### src/rtl/lsu_pkg.sv
// Shared types for the load/store unit: funct3 encodings, FSM states, byte-enable
// patterns and the request legality check.
package lsu_pkg;

    typedef enum logic [2:0] {
        LSU_B  = 3'b000,
        LSU_H  = 3'b001,
        LSU_W  = 3'b010,
        LSU_BU = 3'b100,
        LSU_HU = 3'b101
    } lsu_funct3_e;

    typedef logic [2:0] lsu_state_t;

    localparam lsu_state_t ST_IDLE   = 3'd0;
    localparam lsu_state_t ST_REQ    = 3'd1;
    localparam lsu_state_t ST_WAIT_R = 3'd2;
    localparam lsu_state_t ST_RESP   = 3'd3;
    localparam lsu_state_t ST_ERR    = 3'd4;

    localparam logic [3:0] BE_BYTE = 4'b0001;
    localparam logic [3:0] BE_HALF = 4'b0011;
    localparam logic [3:0] BE_WORD = 4'b1111;

    // Misaligned access, unused encoding, or unsigned-width store.
    function automatic logic lsu_illegal(input logic wren, input logic [2:0] funct3,
                                         input logic [1:0] a);
        logic bad;
        case (funct3)
            LSU_B:   bad = 1'b0;
            LSU_BU:  bad = wren;
            LSU_H:   bad = a[0];
            LSU_HU:  bad = a[0] | wren;
            LSU_W:   bad = |a;
            default: bad = 1'b1;
        endcase
        return bad;
    endfunction

endpackage

### src/rtl/lsu_load_align.sv
// Load data aligner: shifts the addressed lane down and sign/zero-extends; combinational.
// No flow control; result is consumed in the cycle rdata is valid.
module lsu_load_align
    import lsu_pkg::*;
(
    input  logic [31:0] rdata,
    input  logic [1:0]  a,
    input  logic [2:0]  funct3,
    output logic [31:0] ld_data
);

    logic [31:0] shifted;

    always_comb begin
        shifted = rdata >> {a, 3'b000};
        case (funct3)
            LSU_B:   ld_data = {{24{shifted[7]}}, shifted[7:0]};
            LSU_H:   ld_data = {{16{shifted[15]}}, shifted[15:0]};
            LSU_BU:  ld_data = {24'h0, shifted[7:0]};
            LSU_HU:  ld_data = {16'h0, shifted[15:0]};
            default: ld_data = shifted;
        endcase
    end

endmodule

### src/rtl/load_store_unit.sv
// Load/store unit between EX and data memory; accept->req 1 cycle, store done N+2, load N+3 min.
// o_lsu_ready is low while a transaction is in flight; REQ/WAIT_R stall indefinitely on memory.
module load_store_unit
    import lsu_pkg::*;
#(
    parameter int ADDR_W = 32
) (
    input  logic              i_clk,
    input  logic              i_reset,
    input  logic              i_lsu_valid,
    output logic              o_lsu_ready,
    input  logic              i_lsu_wren,
    input  logic [ADDR_W-1:0] i_lsu_addr,
    input  logic [31:0]       i_lsu_wdata,
    input  logic [2:0]        i_lsu_funct3,
    output logic [31:0]       o_ld_data,
    output logic              o_ld_valid,
    output logic              o_st_done,
    output logic              o_lsu_err,
    output logic              o_mem_req,
    input  logic              i_mem_gnt,
    output logic [ADDR_W-1:0] o_mem_addr,
    output logic              o_mem_we,
    output logic [3:0]        o_mem_be,
    output logic [31:0]       o_mem_wdata,
    input  logic              i_mem_rvalid,
    input  logic [31:0]       i_mem_rdata
);

    lsu_state_t        state;
    logic [ADDR_W-1:0] addr_q;
    logic [2:0]        funct3_q;
    logic              wren_q;
    logic [31:0]       wdata_q;
    logic [31:0]       ld_data_q;
    logic              st_done_q;
    logic              accept;
    logic [3:0]        be_raw;
    logic [31:0]       align_dat;

    // RESP behaves like IDLE so a new request can be taken alongside o_ld_valid.
    assign o_lsu_ready = (state == ST_IDLE) || (state == ST_RESP);
    assign accept      = o_lsu_ready & i_lsu_valid;

    always_ff @(posedge i_clk or negedge i_reset) begin
        if (!i_reset) begin
            addr_q   <= '0;
            funct3_q <= 3'b000;
            wren_q   <= 1'b0;
            wdata_q  <= 32'h0;
        end else if (accept) begin
            addr_q   <= i_lsu_addr;
            funct3_q <= i_lsu_funct3;
            wren_q   <= i_lsu_wren;
            wdata_q  <= i_lsu_wdata;
        end
    end

    always_ff @(posedge i_clk or negedge i_reset) begin
        if (!i_reset) begin
            state     <= ST_IDLE;
            st_done_q <= 1'b0;
            ld_data_q <= 32'h0;
        end else begin
            st_done_q <= 1'b0;
            case (state)
                ST_IDLE, ST_RESP: begin
                    if (i_lsu_valid)
                        state <= lsu_illegal(i_lsu_wren, i_lsu_funct3, i_lsu_addr[1:0])
                                 ? ST_ERR : ST_REQ;
                    else
                        state <= ST_IDLE;
                end
                ST_ERR: state <= ST_IDLE;
                ST_REQ: begin
                    if (i_mem_gnt) begin
                        if (wren_q) begin
                            state     <= ST_IDLE;
                            st_done_q <= 1'b1;
                        end else begin
                            state <= ST_WAIT_R;
                        end
                    end
                end
                ST_WAIT_R: begin
                    if (i_mem_rvalid) begin
                        ld_data_q <= align_dat;
                        state     <= ST_RESP;
                    end
                end
                default: state <= ST_IDLE;
            endcase
        end
    end

    lsu_load_align u_align (
        .rdata   (i_mem_rdata),
        .a       (addr_q[1:0]),
        .funct3  (funct3_q),
        .ld_data (align_dat)
    );

    always_comb begin
        case (funct3_q)
            LSU_B, LSU_BU: be_raw = BE_BYTE << addr_q[1:0];
            LSU_H, LSU_HU: be_raw = BE_HALF << {addr_q[1], 1'b0};
            default:       be_raw = BE_WORD;
        endcase
        case (funct3_q)
            LSU_B:   o_mem_wdata = {4{wdata_q[7:0]}};
            LSU_H:   o_mem_wdata = {2{wdata_q[15:0]}};
            default: o_mem_wdata = wdata_q;
        endcase
    end

    assign o_mem_req  = (state == ST_REQ);
    assign o_mem_addr = {addr_q[ADDR_W-1:2], 2'b00};
    assign o_mem_we   = o_mem_req & wren_q;
    assign o_mem_be   = o_mem_req ? be_raw : 4'b0000;
    assign o_lsu_err  = (state == ST_ERR);
    assign o_ld_valid = (state == ST_RESP);
    assign o_st_done  = st_done_q;
    assign o_ld_data  = ld_data_q;

endmodule

### config.mk
export PLATFORM = sky130hd
export DESIGN_NAME = load_store_unit
export DESIGN_NICKNAME = d
export VERILOG_FILES = /design/src/rtl/lsu_pkg.sv /design/src/rtl/lsu_load_align.sv /design/src/rtl/load_store_unit.sv
export SDC_FILE = /design/constraint.sdc
export NUM_CORES = 1
export LEC_CHECK = 0
export CAP_MARGIN = 10
export CORE_ASPECT_RATIO = 0.6
export CORE_MARGIN = 2
export CORE_UTILIZATION = 35
export DETAILED_ROUTE_END_ITERATION = 6
export PLACE_DENSITY_LB_ADDON = 0.3
export SYNTH_ARGS = -nofsm -noshare
export SYNTH_HDL_FRONTEND = slang
export SYNTH_HIERARCHICAL = 1
export SYNTH_SLANG_ARGS = --single-unit
### constraint.sdc
create_clock -name i_clk -period 2.5 [get_ports i_clk]
set_clock_uncertainty 0.05 [all_clocks]
set_input_delay 0.625 -clock i_clk [delete_from_list [all_inputs] [get_ports i_clk]]
set_output_delay 0.625 -clock i_clk [all_outputs]
set_load 0.02 [all_outputs]
==> results of run 1 <==
repair_timing:
| action | 4_1_cts | 5_1_grt |
|---|---|---|
| pin swaps | 0 | 2 |
| hold endpoints to repair | 0 | 0 |
| setup endpoints to repair | 29 | 8 |
| buffers inserted | 2 | 1 |
| hold buffers | 0 | 0 |
| gates cloned | 0 | 1 |
| resized for setup | 57 | 11 |
synthesized netlist by cell type:
cell / n
a211oi_1: 14
a21boi_2: 1
a21oi_1: 17
a221oi_1: 1
a311oi_2: 1
a31oi_1: 1
and2_1: 1
and3b_1: 1
buf_1: 1
buf_2: 6
buf_4: 43
buf_6: 9
clkbuf_1: 7
conb_1: 1
dfrtp_1: 104
inv_1: 3
mux2_1: 2
mux2_2: 110
mux2_4: 4
mux2i_1: 28
nand2_1: 16
nand2b_1: 3
nand2b_4: 1
nand3b_1: 2
nor2_1: 33
nor2b_1: 8
nor2b_2: 1
nor2b_4: 1
nor3_1: 5
nor3_2: 1
nor3b_1: 1
nor4_1: 1
nor4b_1: 1
nor4bb_1: 1
o211ai_2: 1
o21a_1: 3
o21ai_0: 6
o21ai_2: 2
o22ai_1: 1
or4b_4: 1
cell type report:
type                       instances  area share
clock inverter                     4     0.00703
timing repair buffer             233       0.293
tap                              203      0.0324
inverter                           3     0.00144
clock buffer                      11      0.0297
multi-input combinational        272       0.303
sequential                       104       0.333
flip-flops by register name, summed over array words and instances (netlist names):
signal and cells:
state 3, o_st_done 1, addr_q 32, o_ld_data 32
wdata_q 32, wren_q 1, funct3_q 3
worst max-delay path: stages, from the launching register on:
cell,delay [ns]
dfrtp_2,0.45
nor2_4,0.14
buf_12,0.16
mux2_2,0.33
dlygate4sd2_1,0.33
power by group through the flow:
stage | Combinational (mW) | Clock, mW | Sequential, mW
final | 6.27 | 1.39 | 3.01
after global routing | 6.71 | 1.52 | 3.14
after CTS | 6.23 | 1.45 | 3.01
after detailed placement | 6.44 | 0 | 3.03
after global placement | 6.36 | 0 | 2.98
after floorplan | 4.05 | 0 | 3.14
kinds of logic (layout without fill, tap and decap cells):
family          count (synthesis)  count (layout)  share of synthesized area
compound gates                 48              48                     0.0591
buf+inv                        69             251                     0.0914
flops                         104             104                      0.480
mux                           144             144                      0.295
other cells                     1               2                   0.000691
simple gates                   78              78                     0.0738
stage by stage:
stage | setup WS, ns | std cells | cell area (um2)
finish | 0.0830 | 830 | 7830
global route | 0.00689 | 830 | 7830
CTS | -0.0523 | 828 | 7760
detailed placement | -0.135 | 811 | 7510
global placement | -0.106 | 811 | 7510
floorplan | 0.276 | 445 | 5430
how the worst min path moves through the flow:
stage / startpoint / to / slack, ns
after floorplan: i_reset / addr_q[0]$_DFFE_PN0P_ / 0.28
after global placement: wdata_q[19]$_DFFE_PN0P_ / wdata_q[19]$_DFFE_PN0P_ / 0.44
after detailed placement: o_ld_data[5]$_DFFE_PN0P_ / o_ld_data[5]$_DFFE_PN0P_ / 0.44
after CTS: i_reset / addr_q[20]$_DFFE_PN0P_ / 0.24
after global routing: i_reset / wdata_q[10]$_DFFE_PN0P_ / 0.27
final: i_reset / addr_q[20]$_DFFE_PN0P_ / 0.23
metal layers:
metal | vias up | share of wire | wire length (um)
met2 | 133 | 0.45 | 6440
met5 | - | 0 | 0
met4 | 0 | 0.0071 | 101
met3 | 9 | 0.085 | 1220
met1 | 1928 | 0.46 | 6560
li1 | 1887 | - | -
==> flow_summary_export.csv, run 1 <==
group,metric,value,unit
power_and_ir_drop,power,10.7,mW
sta,holdWs,0.230,ns
global_routing,top_usage_layer,"met2",
detailed_routing,drt_iter0_drc,146,
detailed_routing,drt-wirelength-per-cell,17.3,um
setup_path,critPathKind,"reg2out",
synthesis,synthCells,444,
synthesis,yosysWarnings,6,
sta,timing.setup.tns,0,ns
synthesis,yosysUniqueCellTypes,40,
clocking,cts_buffers,9,
power_and_ir_drop,p_switching,4.25,mW
finish,ff_latch_area,0.00261,mm2
finish,final_cell_mix,"176 x clkdlybuf4s50_1, 109 x mux2_2, 101 x dfrtp_1, 32 x nor2_1, 28 x mux2i_1",
placed_design,gp_congestion,0.863,
floorplanning,core,0.0152,mm2
clocking,clkLatencyLatePin,0.33,ns
sta,period_share,0.967,
power_and_ir_drop,p_comb_frac,0.588,
clocking,cts.sinks,104,
synthesis,synth_top_area_cell,"dfrtp_1",
setup_path,crit_start,"funct3_q[1]$_DFFE_PN0P_",
global_routing,antenna_found_initial,0,
floorplanning,io_pins,211,
setup_path,reg2reg_setup_slack,0.26,ns
global_routing,use_met3,0.0620,
finish,layout_commonest_cell,"clkdlybuf4s50_1",
global_routing,grt_max_degree,50,
setup_path,worst_r2r_endpoint,"o_ld_data[20]$_DFFE_PN0P_",
clocking,ctsHtreeMaxLevel,3,
clocking,ctsLongestPathBuffers,2,
floorplanning,rows,35,
detailed_routing,routed_via_density,4.77,
sta,slew_headroom,0.503,
power_and_ir_drop,vdd_drop_max,0.000763,V
detailed_routing,drc,0,
synthesis,synth_area,0.00542,mm2
power_and_ir_drop,pwr-share-seq,0.282,
global_routing,gr-total-overflow,0,
sta,setup_viol,0,
clocking,cts_tree,"yes",
floorplanning,die_h,100,um
power_and_ir_drop,p_int,6.42,mW
synthesis,yosysSeqAreaShare,0.480,
clocking,clk_pin_slew,0.07,ns
power_and_ir_drop,power_density,1360,mW/mm2
synthesis,synth_seq_cells,104,
placed_design,io_buffers,208,
setup_path,end_kind,"output pin",
outcome,status,"finished clean",
setup_path,critPathMaxFanout,12,
floorplanning,fp.dieArea,0.0165,mm2
synthesis,synth_area_leaders,"dfrtp_1 48%, mux2_2 23%, buf_4 6.0%",
finish,fin_nets,728,
finish,area_growth,44.3,%
detailed_routing,routed_wl,14300,um
finish,layout-drive-gt1-share,0.284,
min_path,hold_class,"in2async",
global_routing,track_usage,0.175,
setup_path,r2r-start,"addr_q[0]$_DFFE_PN0P_",
clocking,cts-root-buf,"clkbuf_16",
detailed_routing,firstDrtPassIters,4,
detailed_routing,dr_total_vias,3957,
setup_path,start_kind,"flop",
power_and_ir_drop,switching_share,0.398,
finish,n_antenna_cell,0,
setup_path,ff2ff_path_depth,6,
sta,rsz0062_at_grt,"no",
setup_path,crit_arrival,1.74,ns
floorplanning,initial_core_util,0.356,
finish,fillers,1355,
sta,fmax,0.414,GHz
power_and_ir_drop,p_leak,3.37,nW
global_routing,use_met1,0.236,
setup_path,crit_required,1.82,ns
finish,final_util,0.514,
global_routing,groute.layer.met2.usage,0.275,
finish,multi_input_area,0.00237,mm2
power_and_ir_drop,clkPwrFrac,0.130,
global_routing,grt_pass1_wl,22400,um
setup_path,endpoint,"o_mem_wdata[19]",
global_routing,grt_pass1_vias,4200,
sta,period_minus_slack,2.42,ns
sta,hold_violations,0,
sta,slew_viol_final,0,
synthesis,syn_area_per_cell,12.2,um2
floorplanning,die_w,165,um
flow_run,cap_violations,0,
placed_design,place_hpwl,10900,um
sta,worstMarginPinSlew,0.743,ns
synthesis,synth_top_area_frac,0.480,
detailed_routing,ant_nets,0,
Power figures use the tool's default switching activity.
==> run 2: changes to the inputs <==
Settings changed: GPL_TIMING_DRIVEN set to 0.
==> run 2 against run 1 <==
Compared with the run above: die area unchanged; clock power fell by 3%; non-clock buffer count rose by 50; combinational power up 11%; first-iteration DRC count grew 51%; register-to-register slack about the same; total power up 6.0%; global-route usage increased by 0.65 points; critical path depth grew 2; setup slack got worse by 0.056 ns; final cell count increased by 6.1%.
==> flow_summary_export.csv, run 2 (synthesis gave the netlist of run 1 again) <==
group,metric,value,unit
placed_design,place_hpwl,11700,um
setup_path,end_kind,"output pin",
floorplanning,core,0.0152,mm2
power_and_ir_drop,vdd_drop_max,0.000628,V
finish,layout_commonest_cell,"clkdlybuf4s50_1",
global_routing,grt_max_degree,54,
power_and_ir_drop,pwr-share-seq,0.269,
sta,slew_viol_final,0,
placed_design,io_buffers,208,
setup_path,crit_arrival,1.80,ns
global_routing,track_usage,0.181,
global_routing,antenna_found_initial,1,
setup_path,slowest_stage,"dfrtp_2",
clocking,clk_pin_slew,0.07,ns
sta,slew_headroom,0.534,
sta,setup_viol,0,
detailed_routing,drt_iter0_drc,221,
floorplanning,io_pins,211,
clocking,ctsHtreeMaxLevel,3,
clocking,ctsLongestPathBuffers,2,
finish,n_antenna_cell,0,
floorplanning,initial_core_util,0.356,
clocking,cts-root-buf,"clkbuf_16",
clocking,cts_buffers,9,
finish,final_cell_mix,"174 x clkdlybuf4s50_1, 104 x mux2_2, 101 x dfrtp_1, 49 x buf_4, 31 x nor2_1",
clocking,clkLatencyLatePin,0.34,ns
detailed_routing,firstDrtPassIters,4,
power_and_ir_drop,p_int,6.87,mW
detailed_routing,routed_wl,14800,um
setup_path,critPathMaxFanout,5,
setup_path,slowest_delay,0.43,ns
detailed_routing,routed_via_density,4.72,
placed_design,gp_congestion,0.875,
floorplanning,rows,35,
power_and_ir_drop,power,11.3,mW
finish,area_growth,51.7,%
finish,final_area,0.00823,mm2
sta,rsz0062_at_grt,"yes",
finish,layout-drive-gt1-share,0.336,
sta,period_minus_slack,2.47,ns
power_and_ir_drop,p_leak,3.61,nW
finish,fin_nets,778,
floorplanning,fp.dieArea,0.0165,mm2
setup_path,path_cells,"buf_6 -> nor3_4 -> buf_12 -> buf_12 -> mux2_4 -> buf_6",
power_and_ir_drop,clkPwrFrac,0.119,
detailed_routing,ant_nets,0,
power_and_ir_drop,p_switching,4.45,mW
flow_run,cap_violations,0,
sta,period_share,0.989,
global_routing,grt_pass1_vias,4265,
sta,holdWs,0.272,ns
setup_path,worst-path-buf-inv,4,
power_and_ir_drop,switching_share,0.393,
sta,hold_violations,0,
detailed_routing,dr_total_vias,4155,
min_path,hold_class,"in2async",
setup_path,cp_top_family,"buffers and inverters",
sta,worstMarginPinSlew,0.699,ns
floorplanning,die_h,100,um
floorplanning,die_w,165,um
finish,fillers,1277,
power_and_ir_drop,power_density,1380,mW/mm2
clocking,cts.sinks,104,
setup_path,critPathKind,"reg2out",
setup_path,start_kind,"flop",
sta,fmax,0.404,GHz
detailed_routing,drt-wirelength-per-cell,16.8,um
clocking,cts_tree,"yes",
setup_path,crit_required,1.82,ns
global_routing,grt_pass1_wl,22900,um
outcome,status,"finished clean",
power_and_ir_drop,p_comb_frac,0.613,
global_routing,gr-total-overflow,0,
clocking,hold_buffers,0,
detailed_routing,drc,0,
placed_design,place_area,0.00779,mm2
[run 2: cell types whose count changed in the layout (fill, tap and decap cells not counted), sizes merged, moves of 2 or more]
cell           previous run  this run
buf                      33        78
clkdlybuf4s15             0         6
clkbuf                   12        16
dlygate4sd2              21        18
clkdlybuf4s50           176       174
inv                       4         6
[run 2: power by group through the flow]
stage	combinational, mW	clock [mW]	sequential, mW
2_1_floorplan	4.05	0	3.14
3_3_place_gp	6.77	0	3.01
3_5_place_dp	6.87	0	3.05
4_1_cts	6.76	1.41	3.04
5_1_grt	7.42	1.49	3.16
6_report	6.94	1.35	3.04
[run 2: final timing paths]
check / start / endpoint / slack [ns] / cells past startpoint
setup / recovery: funct3_q[1]$_DFFE_PN0P_ / o_mem_wdata[13] / 0.03 / 6
hold / removal: i_reset / o_ld_data[30]$_DFFE_PN0P_ / 0.27 / 1
setup reg to reg: funct3_q[1]$_DFFE_PN0P_ / o_ld_data[12]$_DFFE_PN0P_ / 0.26 / 6
hold reg to reg: wdata_q[17]$_DFFE_PN0P_ / wdata_q[17]$_DFFE_PN0P_ / 0.46 / 1
max in group asynchronous: i_reset / addr_q[13]$_DFFE_PN0P_ / 1.43 / 2
min in group i_clk: wdata_q[17]$_DFFE_PN0P_ / wdata_q[17]$_DFFE_PN0P_ / 0.46 / 1
[run 2: through the flow]
stage                     cells  setup TNS, ns  utilization  setup WS [ns]
after detailed placement    857         -14.45        0.511         -0.584
final                       881              0        0.540         0.0269
after global placement      856        -351.02        0.509          -3.26
after CTS                   877        -0.0188        0.532        -0.0149
after global routing        881         -0.151        0.540        -0.0311
after floorplan             445              0            -          0.276
[run 2: timing repair]
item / CTS / global route
setup endpoints to repair: 32 / 14
gates resized for setup: 76 / 27
buffers inserted: 5 / 4
gates cloned: 0 / 0
pin swaps: 2 / 1
[run 2: worst register-to-register path, stage by stage (launching register included)]
cell      delay (ns)
dfrtp_2         0.43
buf_6           0.14
buf_4           0.14
nor2_1          0.52
a21boi_2        0.47
nor2_1          0.10
mux2_2          0.27
[run 2: routing by layer]
metal	up-vias	track usage	routed length (um)
met2	136	0.267	6460
met3	10	0.0674	1390
li1	1979	-	-
met4	0	0.0361	132
met5	-	0	0
met1	2030	0.256	6820
[run 2: area by class of cell]
class	instances	area, um2	area share
Multi-Input combinational cell	272	2380	0.289
Inverter	3	11.3	0.00137
Tap cell	203	254	0.0309
Buffer	65	503	0.0611
Clock inverter	6	50.0	0.00608
Clock buffer	10	239	0.0290
Timing Repair Buffer	218	2180	0.265
Sequential cell	104	2610	0.317
==> run 3: changes to the inputs <==
Settings changed: ABC_AREA set to 1, ABC_CLOCK_PERIOD_IN_PS set to 2500.
==> run 3 against run 2 <==
Compared with the run above: cell area is 2.6% higher; sequential power is 3% lower; routed wire length grew 25%; highest routed layer unchanged; global-route usage grew 3.3 points; critical path depth is 3 lower; largest power group unchanged.
==> flow_summary_export.csv, run 3 <==
group,metric,value,unit
clocking,hold_buffers,0,
synthesis,synthCells,743,
detailed_routing,dr_total_vias,5531,
clocking,cts_buffers,9,
power_and_ir_drop,vdd_drop_max,0.000582,V
finish,layout_commonest_cell,"nand2_1",
global_routing,grt_max_degree,63,
synthesis,yosysSeqAreaShare,0.449,
synthesis,synth_area,0.00579,mm2
sta,hold_violations,0,
clocking,ctsLongestPathBuffers,2,
finish,n_antenna_cell,0,
floorplanning,initial_core_util,0.357,
floorplanning,core,0.0162,mm2
power_and_ir_drop,p_leak,4.23,nW
synthesis,synth_top_area_cell,"dfrtp_1",
sta,fmax,0.421,GHz
sta,period_share,0.950,
synthesis,syn_area_per_cell,7.79,um2
sta,setup_ws,0.124,ns
setup_path,ff2ff_path_depth,6,
detailed_routing,drt-wirelength-per-cell,15.7,um
floorplanning,fp.dieArea,0.0176,mm2
detailed_routing,ant_nets,0,
floorplanning,io_pins,211,
setup_path,crit_arrival,1.70,ns
global_routing,track_usage,0.215,
setup_path,start_kind,"flop",
clocking,cts-root-buf,"clkbuf_16",
synthesis,synth.most_common_cell,"nand2_1",
synthesis,synth_area_leaders,"dfrtp_1 45%, nand2_1 13%, nand3_1 6.7%",
synthesis,synth_edf_count,0,
finish,area_growth,45.7,%
setup_path,critPathMaxFanout,4,
setup_path,critPathKind,"reg2out",
floorplanning,die_h,104,um
clocking,clk_pin_slew,0.08,ns
sta,slew_viol_final,0,
placed_design,place_hpwl,14300,um
setup_path,crit_required,1.82,ns
finish,final_cell_mix,"205 x nand2_1, 175 x clkdlybuf4s50_1, 103 x dfrtp_1, 76 x nand3_1, 72 x inv_1",
detailed_routing,routed_via_density,4.68,
detailed_routing,drc,0,
min_path,hold_class,"in2async",
sta,slew_headroom,0.443,
clocking,ctsHtreeMaxLevel,3,
detailed_routing,firstDrtPassIters,5,
global_routing,gr-total-overflow,0,
synthesis,yosysWarnings,6,
finish,layout-drive-gt1-share,0.172,
floorplanning,die_w,170,um
finish,fin_nets,1072,
detailed_routing,drt_iter0_drc,519,
synthesis,yosysUniqueCellTypes,30,
flow_run,cap_violations,0,
placed_design,io_buffers,207,
finish,stdcell_count,1181,
sta,worstMarginPinSlew,0.835,ns
synthesis,synth_seq_cells,104,
global_routing,grt_pass1_wl,29500,um
power_and_ir_drop,power_density,1390,mW/mm2
sta,setup_viol,0,
placed_design,placedCellCount,1161,
placed_design,dp_slack,-0.260,ns
outcome,status,"finished clean",
sta,period_minus_slack,2.38,ns
placed_design,gp_congestion,0.896,
clocking,cts_tree,"yes",
global_routing,grt_pass1_vias,5334,
sta,holdWs,0.323,ns
clocking,cts.sinks,104,
floorplanning,rows,36,
global_routing,antenna_found_initial,0,
synthesis,netlist_top_cells_count,"205 x nand2_1, 104 x dfrtp_1, 77 x nand3_1",
finish,final_area,0.00844,mm2
clocking,clkLatencyLatePin,0.34,ns
sta,rsz0062_at_grt,"no",
detailed_routing,routed_wl,18500,um
placed_design,place_area,0.00815,mm2
synthesis,async_reset_ff_frac,1.00,
synthesis,synth_top_area_frac,0.449,
power_and_ir_drop,power,11.7,mW
synthesis,ys.flop_type,"dfrtp_1",
setup_path,end_kind,"output pin",
## run 3: metal layers
metal	share of wire	global-route usage	wire length [um]
met5	0	0	0
met1	0.51	0.333	9390
met2	0.41	0.290	7560
met4	0.0056	0.0305	104
met3	0.078	0.0730	1450
## run 3: cells by family after synthesis
logic type	Yosys count	share of synthesized area
buf+inv	164	0.150
simple gates	349	0.278
compound gates	121	0.114
other cells	1	0.000648
flops	104	0.449
mux	4	0.00778
## run 3: repair_timing
item,CTS,global route
setup buffers,3,1
setup endpoints to repair,30,24
pin swaps,1,0
gates resized for setup,99,29
## run 3: cell type report
class / count / area [um2]
Timing Repair Buffer: 212 / 2010
Clock inverter: 7 / 86.3
Fill cell: 1598 / 7780
Clock buffer: 9 / 225
Sequential cell: 104 / 2600
Tap cell: 209 / 262
Buffer: 84 / 583
Inverter: 80 / 313
Multi-Input combinational cell: 476 / 2350
## run 3: power breakdown
group          switching [mW]  internal [mW]  total, mW
clock network           0.693          0.800       1.49
logic                    4.24           3.01       7.25
registers               0.498           2.45       2.95
## run 3: worst max-delay path, cell delays in order (launching register included)
cell and delay [ns]:
dfrtp_1 0.41, inv_2 0.08, nor3_1 0.22, clkdlybuf4s50_1 0.66
## run 3: worst paths after layout
path	from	end	slack (ns)
min in group i_clk	addr_q[3]$_DFFE_PN0P_	addr_q[3]$_DFFE_PN0P_	0.42
max in group asynchronous	i_reset	funct3_q[0]$_DFFE_PN0P_	1.35
worst max-delay path	state[2]$_DFFE_PN0P_	o_lsu_err	0.12
worst min-delay path	i_reset	o_ld_data[11]$_DFFE_PN0P_	0.32
worst min register to register	addr_q[3]$_DFFE_PN0P_	addr_q[3]$_DFFE_PN0P_	0.42
worst max register to register	addr_q[0]$_DFFE_PN0P_	o_ld_data[2]$_DFFE_PN0P_	0.79
## run 3: per-stage QoR
| stage | setup TNS [ns] | util |
|---|---|---|
| 6_report | 0 | 0.520 |
| 5_1_grt | 0 | 0.520 |
| 4_1_cts | 0 | 0.524 |
| 3_5_place_dp | -4.09 | 0.503 |
| 3_3_place_gp | -367.95 | 0.501 |
| 2_1_floorplan | 0 | - |
